===== config.mk =====
export PLATFORM = sky130hd
export DESIGN_NAME = pc_fetch_unit
export DESIGN_NICKNAME = d
export VERILOG_FILES = /design/src/rtl/fetch_pkg.sv /design/src/rtl/fetch_buffer.sv /design/src/rtl/pc_fetch_unit.sv
export SDC_FILE = /design/constraint.sdc
export NUM_CORES = 1
export LEC_CHECK = 0
export ABC_AREA = 0
export BUFFER_PORTS_ARGS = -buffer_cell sky130_fd_sc_hd__buf_4
export CAP_MARGIN = 20
export CORE_ASPECT_RATIO = 0.75
export CORE_MARGIN = 2
export CORE_UTILIZATION = 36
export DETAILED_ROUTE_END_ITERATION = 16
export MAX_ROUTING_LAYER = met4
export PLACE_DENSITY_LB_ADDON = 0.05
export SETUP_SLACK_MARGIN = 0.02
export SLEW_MARGIN = 10
export SYNTH_ARGS = -nofsm -noshare
export SYNTH_HDL_FRONTEND = slang
export SYNTH_HIERARCHICAL = 1
export SYNTH_SLANG_ARGS = --single-unit

===== constraint.sdc =====
create_clock -name clock -period 3.2 [get_ports clock]
set_clock_uncertainty 0.1 [all_clocks]
set_input_delay 0.64 -clock clock [delete_from_list [all_inputs] [get_ports clock]]
set_output_delay 0.64 -clock clock [all_outputs]
set_load 0.005 [all_outputs]

===== src/rtl/fetch_pkg.sv =====
// Shared definitions for the fetch stage: FSM state encoding and address widths.
package fetch_pkg;

    localparam int unsigned WORD_AW = 32;
    localparam int unsigned BYTE_AW = 32;
    localparam int unsigned INSTR_W = 32;

    typedef logic [1:0] fetch_state_t;

    localparam fetch_state_t S_REQ  = 2'd0;
    localparam fetch_state_t S_HOLD = 2'd1;
    localparam fetch_state_t S_DROP = 2'd2;

endpackage


===== src/rtl/fetch_buffer.sv =====
// One-entry holding register for a fetched instruction and its word-address PC.
module fetch_buffer
    import fetch_pkg::*;
(
    input  logic               clock,
    input  logic               reset,
    input  logic               load,
    input  logic               clear,
    input  logic [INSTR_W-1:0] instr_d,
    input  logic [WORD_AW-1:0] pc_d,
    output logic               valid,
    output logic [INSTR_W-1:0] instr,
    output logic [WORD_AW-1:0] pc
);

    // Data is left in place on clear; only valid drops.
    always_ff @(posedge clock) begin
        if (reset) begin
            valid <= 1'b0;
            instr <= '0;
            pc    <= '0;
        end else if (load) begin
            valid <= 1'b1;
            instr <= instr_d;
            pc    <= pc_d;
        end else if (clear) begin
            valid <= 1'b0;
        end
    end

endmodule


===== src/rtl/pc_fetch_unit.sv =====
// Fetch-stage PC and single-outstanding instruction-memory requester with a
// one-entry valid/ready buffer towards decode and squashing redirects.
module pc_fetch_unit
    import fetch_pkg::*;
#(
    parameter logic [WORD_AW-1:0] RESET_PC = 32'h0000_0000
) (
    input  logic               clock,
    input  logic               reset,
    output logic               imem_req,
    output logic [BYTE_AW-1:0] imem_addr,
    input  logic               imem_ack,
    input  logic [INSTR_W-1:0] imem_rdata,
    input  logic               redirect_valid,
    input  logic [WORD_AW-1:0] redirect_target,
    output logic               if_valid,
    input  logic               if_ready,
    output logic [INSTR_W-1:0] if_instr,
    output logic [WORD_AW-1:0] if_pc
);

    fetch_state_t       state_q;
    fetch_state_t       state_d;
    logic [WORD_AW-1:0] pc_q;
    logic [WORD_AW-1:0] pc_d;
    logic [WORD_AW-1:0] pend_q;
    logic               pc_load;
    logic               pend_load;
    logic               buf_load;
    logic               buf_clr;
    logic               buf_valid;

    always_ff @(posedge clock) begin
        if (reset) state_q <= S_REQ;
        else       state_q <= state_d;
    end

    always_comb begin
        state_d = state_q;
        case (state_q)
            S_REQ: begin
                if (redirect_valid) state_d = imem_ack ? S_REQ : S_DROP;
                else if (imem_ack)  state_d = S_HOLD;
            end
            S_HOLD: begin
                if (redirect_valid || if_ready) state_d = S_REQ;
            end
            S_DROP: begin
                if (imem_ack) state_d = S_REQ;
            end
            default: state_d = S_REQ;
        endcase
    end

    // Datapath strobes; redirect always outranks ack/handshake.
    always_comb begin
        pc_load   = 1'b0;
        pc_d      = pc_q;
        pend_load = 1'b0;
        buf_load  = 1'b0;
        buf_clr   = 1'b0;
        imem_req  = 1'b0;
        if_valid  = 1'b0;
        case (state_q)
            S_REQ: begin
                imem_req = ~reset;
                if (redirect_valid) begin
                    if (imem_ack) begin
                        pc_load = 1'b1;
                        pc_d    = redirect_target;
                    end else begin
                        pend_load = 1'b1;
                    end
                end else if (imem_ack) begin
                    buf_load = 1'b1;
                    pc_load  = 1'b1;
                    pc_d     = pc_q + WORD_AW'(1);
                end
            end
            S_HOLD: begin
                if_valid = buf_valid & ~reset;
                if (redirect_valid) begin
                    buf_clr = 1'b1;
                    pc_load = 1'b1;
                    pc_d    = redirect_target;
                end else if (if_ready) begin
                    buf_clr = 1'b1;
                end
            end
            S_DROP: begin
                imem_req = ~reset;
                if (redirect_valid) begin
                    if (imem_ack) begin
                        pc_load = 1'b1;
                        pc_d    = redirect_target;
                    end else begin
                        pend_load = 1'b1;
                    end
                end else if (imem_ack) begin
                    pc_load = 1'b1;
                    pc_d    = pend_q;
                end
            end
            default: ;
        endcase
    end

    always_ff @(posedge clock) begin
        if (reset) begin
            pc_q   <= RESET_PC;
            pend_q <= '0;
        end else begin
            if (pc_load)   pc_q   <= pc_d;
            if (pend_load) pend_q <= redirect_target;
        end
    end

    // Upper two PC bits fall off the byte address.
    assign imem_addr = {pc_q[WORD_AW-3:0], 2'b00};

    fetch_buffer u_buf (
        .clock   (clock),
        .reset   (reset),
        .load    (buf_load),
        .clear   (buf_clr),
        .instr_d (imem_rdata),
        .pc_d    (pc_q),
        .valid   (buf_valid),
        .instr   (if_instr),
        .pc      (if_pc)
    );

endmodule

==> qor.txt <==
status - finished, final reports clean
maximum resistive drop on vdd - 0.258 mV
die span in y - 127 um
CTS H-tree lvls - 4
Slowest cell on crit path - nor4_1
pre-CTS setup slack - 410 ps
Via Count - 7122
LEAKAGE - 3.69 nW
Initial Util - 36.4%
IO buf count - 164
Layout area overhead - 25.8%
CP endpoint - pc_q[26]
WP buf/inv - 0
final WL - 25700 um
setup TNS - 0 ps
# Max-Cap Violations - 0
final-report setup violation count - 0
R2R depth - 5
Post-CTS Hold Buffers - 0
setup bufs post-CTS - 0
total gr overflow - 0
Final min period - 2900 ps
slew margin rel. - 32.9%
CP max stage delay - 730 ps
Clock Tree Buf Depth - 2
post-cts resize count - 0
synth warn - 6
Post-route DRC - 0
die area - 21400 um^2
worst path arrival time - 3120 ps
CTS tree - yes
total power - 4.85 mW
FFs w/ async S/R, synth - 0%
Non-Filler Instances - 1283
worst slew pin tran - 1010 ps
final number of max-transition violations - 0
Startpoint Class - register
row count - 45
post-layout instance area - 9180 um^2
CP Class - register to register
syn avg cell area - 8.16 um^2
worst r2r dst - pc_q[26]
Hold WS - 343 ps
fillers - 2056
first-pass GRT wire length - 39300 um
Via density - 5.55
CTS buffer count - 17
clock sinks - 131
crit-path max FO - 10
worst hold path class - input pin to register
Fin. Hold Viols - 0
Post-synth EDFFs - 0
CP delay by family, top - simple AND/OR/NAND/NOR gates
antenna-violating nets left - 0
Pwr Density - 528 nW/um^2
Gate Count Post-Synth - 894
largest net degree at the start of global routing - 87
Inst Count DP - 1251
register area share after synthesis - 35.9%
f_max - 345 MHz
Clock Latency Late Sink - 430 ps
Placer Congestion - 0.870
Reg2Reg Launch Point - pc_q[5]
Critical Path RT - 3430 ps
Worst Slack Setup Final - 304 ps
RSZ-0062 raised after global routing - no
ys flop type - dfxtp_1
# diodes - 0
share of cells above drive strength 1 - 24.7%
placed inst area - 8550 um^2
die width - 168 um
crit share post-route - 90.5%
Final HPWL DP - 18400 um
Crit. path cell count - 5
FF+latch count, synth - 131
Area contributors post-synth - dfxtp_1, mux2i_1, nand2_1
worst path cell trace - nand3_1, nor4_1, nand4_1, mux2_2, a311oi_1
Worst-path clk slew - 60 ps
initial DRC count - 651
Worst Setup End Kind - register
final core utilization - 45.8%
Post-Syn Area - 7300 um^2
routed len/inst - 20.0 um
global-route usage over all layers - 24.6%
crit path launch - pc_q[5]
top-area cell type share of the netlist area - 35.9%
Root Driver - clkbuf_16
I/O pins - 167
Core Area - 20000 um^2
number of global-route vias before repair - 6383
unique cell type count in the Yosys netlist - 73
First-pass DRT Iterations - 5
Layout Nets - 1086
leading area contributor after synthesis - dfxtp_1
R2R Setup Slk - 300 ps
initial antenna violation count - 1
-- synth_stat cells (all sizes together) (6+ instances only) --
master and count:
nand4 15, nor4 12, a211oi 14, a221oi 18, mux2i 93, o32ai 6, o21ai 33, nor2b 6
buf 60, nor3 15, nand3 13, a31oi 6, a21oi 80, dfxtp 131, nand2 120, inv 11
clkbuf 44, nor2 104
-- layout make-up --
| type | count | area (um^2) | share of cell area [%] |
|---|---|---|---|
| Multi-Input combinational cell | 646 | 4010 | 43.7 |
| Sequential cell | 131 | 2620 | 28.6 |
| Timing Repair Buffer | 202 | 1540 | 16.8 |
| Clock buffer | 18 | 429 | 4.67 |
| Tap cell | 258 | 323 | 3.51 |
| Clock inverter | 14 | 203 | 2.21 |
| Inverter | 14 | 52.6 | 0.572 |
-- metal layers --
layer	track usage, %	routed length [um]	up-vias
met1	38.1	13200	3355
met3	7.65	2640	20
met2	30.1	9630	329
met5	-	0	-
met4	5.17	251	0
li1	-	-	3418
-- tightest hold or removal path, stage by stage --
cell and delay [ps]:
buf_4 80, mux2i_1 50, nor2_1 70
-- logic make-up (layout without fill, tap and decap cells) --
| logic type | count (synthesis) | count (layout) | share of synthesized area, % |
|---|---|---|---|
| adder cells (fa/ha/maj) | 5 | 5 | 0.857 |
| other | 1 | 2 | 0.0514 |
| AO/OA/AOI/OAI | 226 | 226 | 20.5 |
| flip-flops | 131 | 131 | 35.9 |
| buffers and inverters | 118 | 248 | 9.27 |
| AND/OR/NAND/NOR | 312 | 312 | 19.5 |
| XOR/XNOR | 4 | 4 | 0.480 |
| multiplexers | 97 | 97 | 13.4 |
-- cell usage in the layout (no fill, tap or decap), types with 5 or more instances in the layout --
master     count
ha_1           5
nand3_1       13
a2111oi_0      5
nor2_1       102
nor3_1        15
o22ai_1        5
o32ai_1        6
nand2_1      120
o21ai_0       32
a21o_1         5
a211o_1        5
a221o_1        5
a21oi_1       80
a221oi_1      18
buf_4        200
a31oi_1        6
nor2b_1        6
a211oi_1      14
nor4_1        11
inv_1         10
clkbuf_16     17
a311oi_1       5
mux2i_1       93
nand4_1       13
dfxtp_1      131
-- worst min-delay path by stage --
stage / end / start / depth (start not counted)
2_1_floorplan: pend_q[0] / pend_q[0] / 2
5_1_grt: u_buf/instr[5] / imem_rdata[5] / 3
4_1_cts: u_buf/instr[5] / imem_rdata[5] / 3
3_3_place_gp: pend_q[12] / pend_q[12] / 2
3_5_place_dp: pend_q[12] / pend_q[12] / 2
6_report: u_buf/instr[5] / imem_rdata[5] / 3
-- power by group --
group / internal (mW) / switching (mW) / total [mW]
registers: 1.72 / 0.117 / 1.84
clock network: 1.32 / 0.815 / 2.13
logic: 0.385 / 0.495 / 0.880
total: 3.42 / 1.43 / 4.85
-- state kept, by name (all words and copies together) (netlist names) --
register     flops
pc_q            32
pend_q          32
u_buf/instr     32
u_buf/pc        32
state_q          2
u_buf/valid      1
Power figures use the tool's default switching activity.
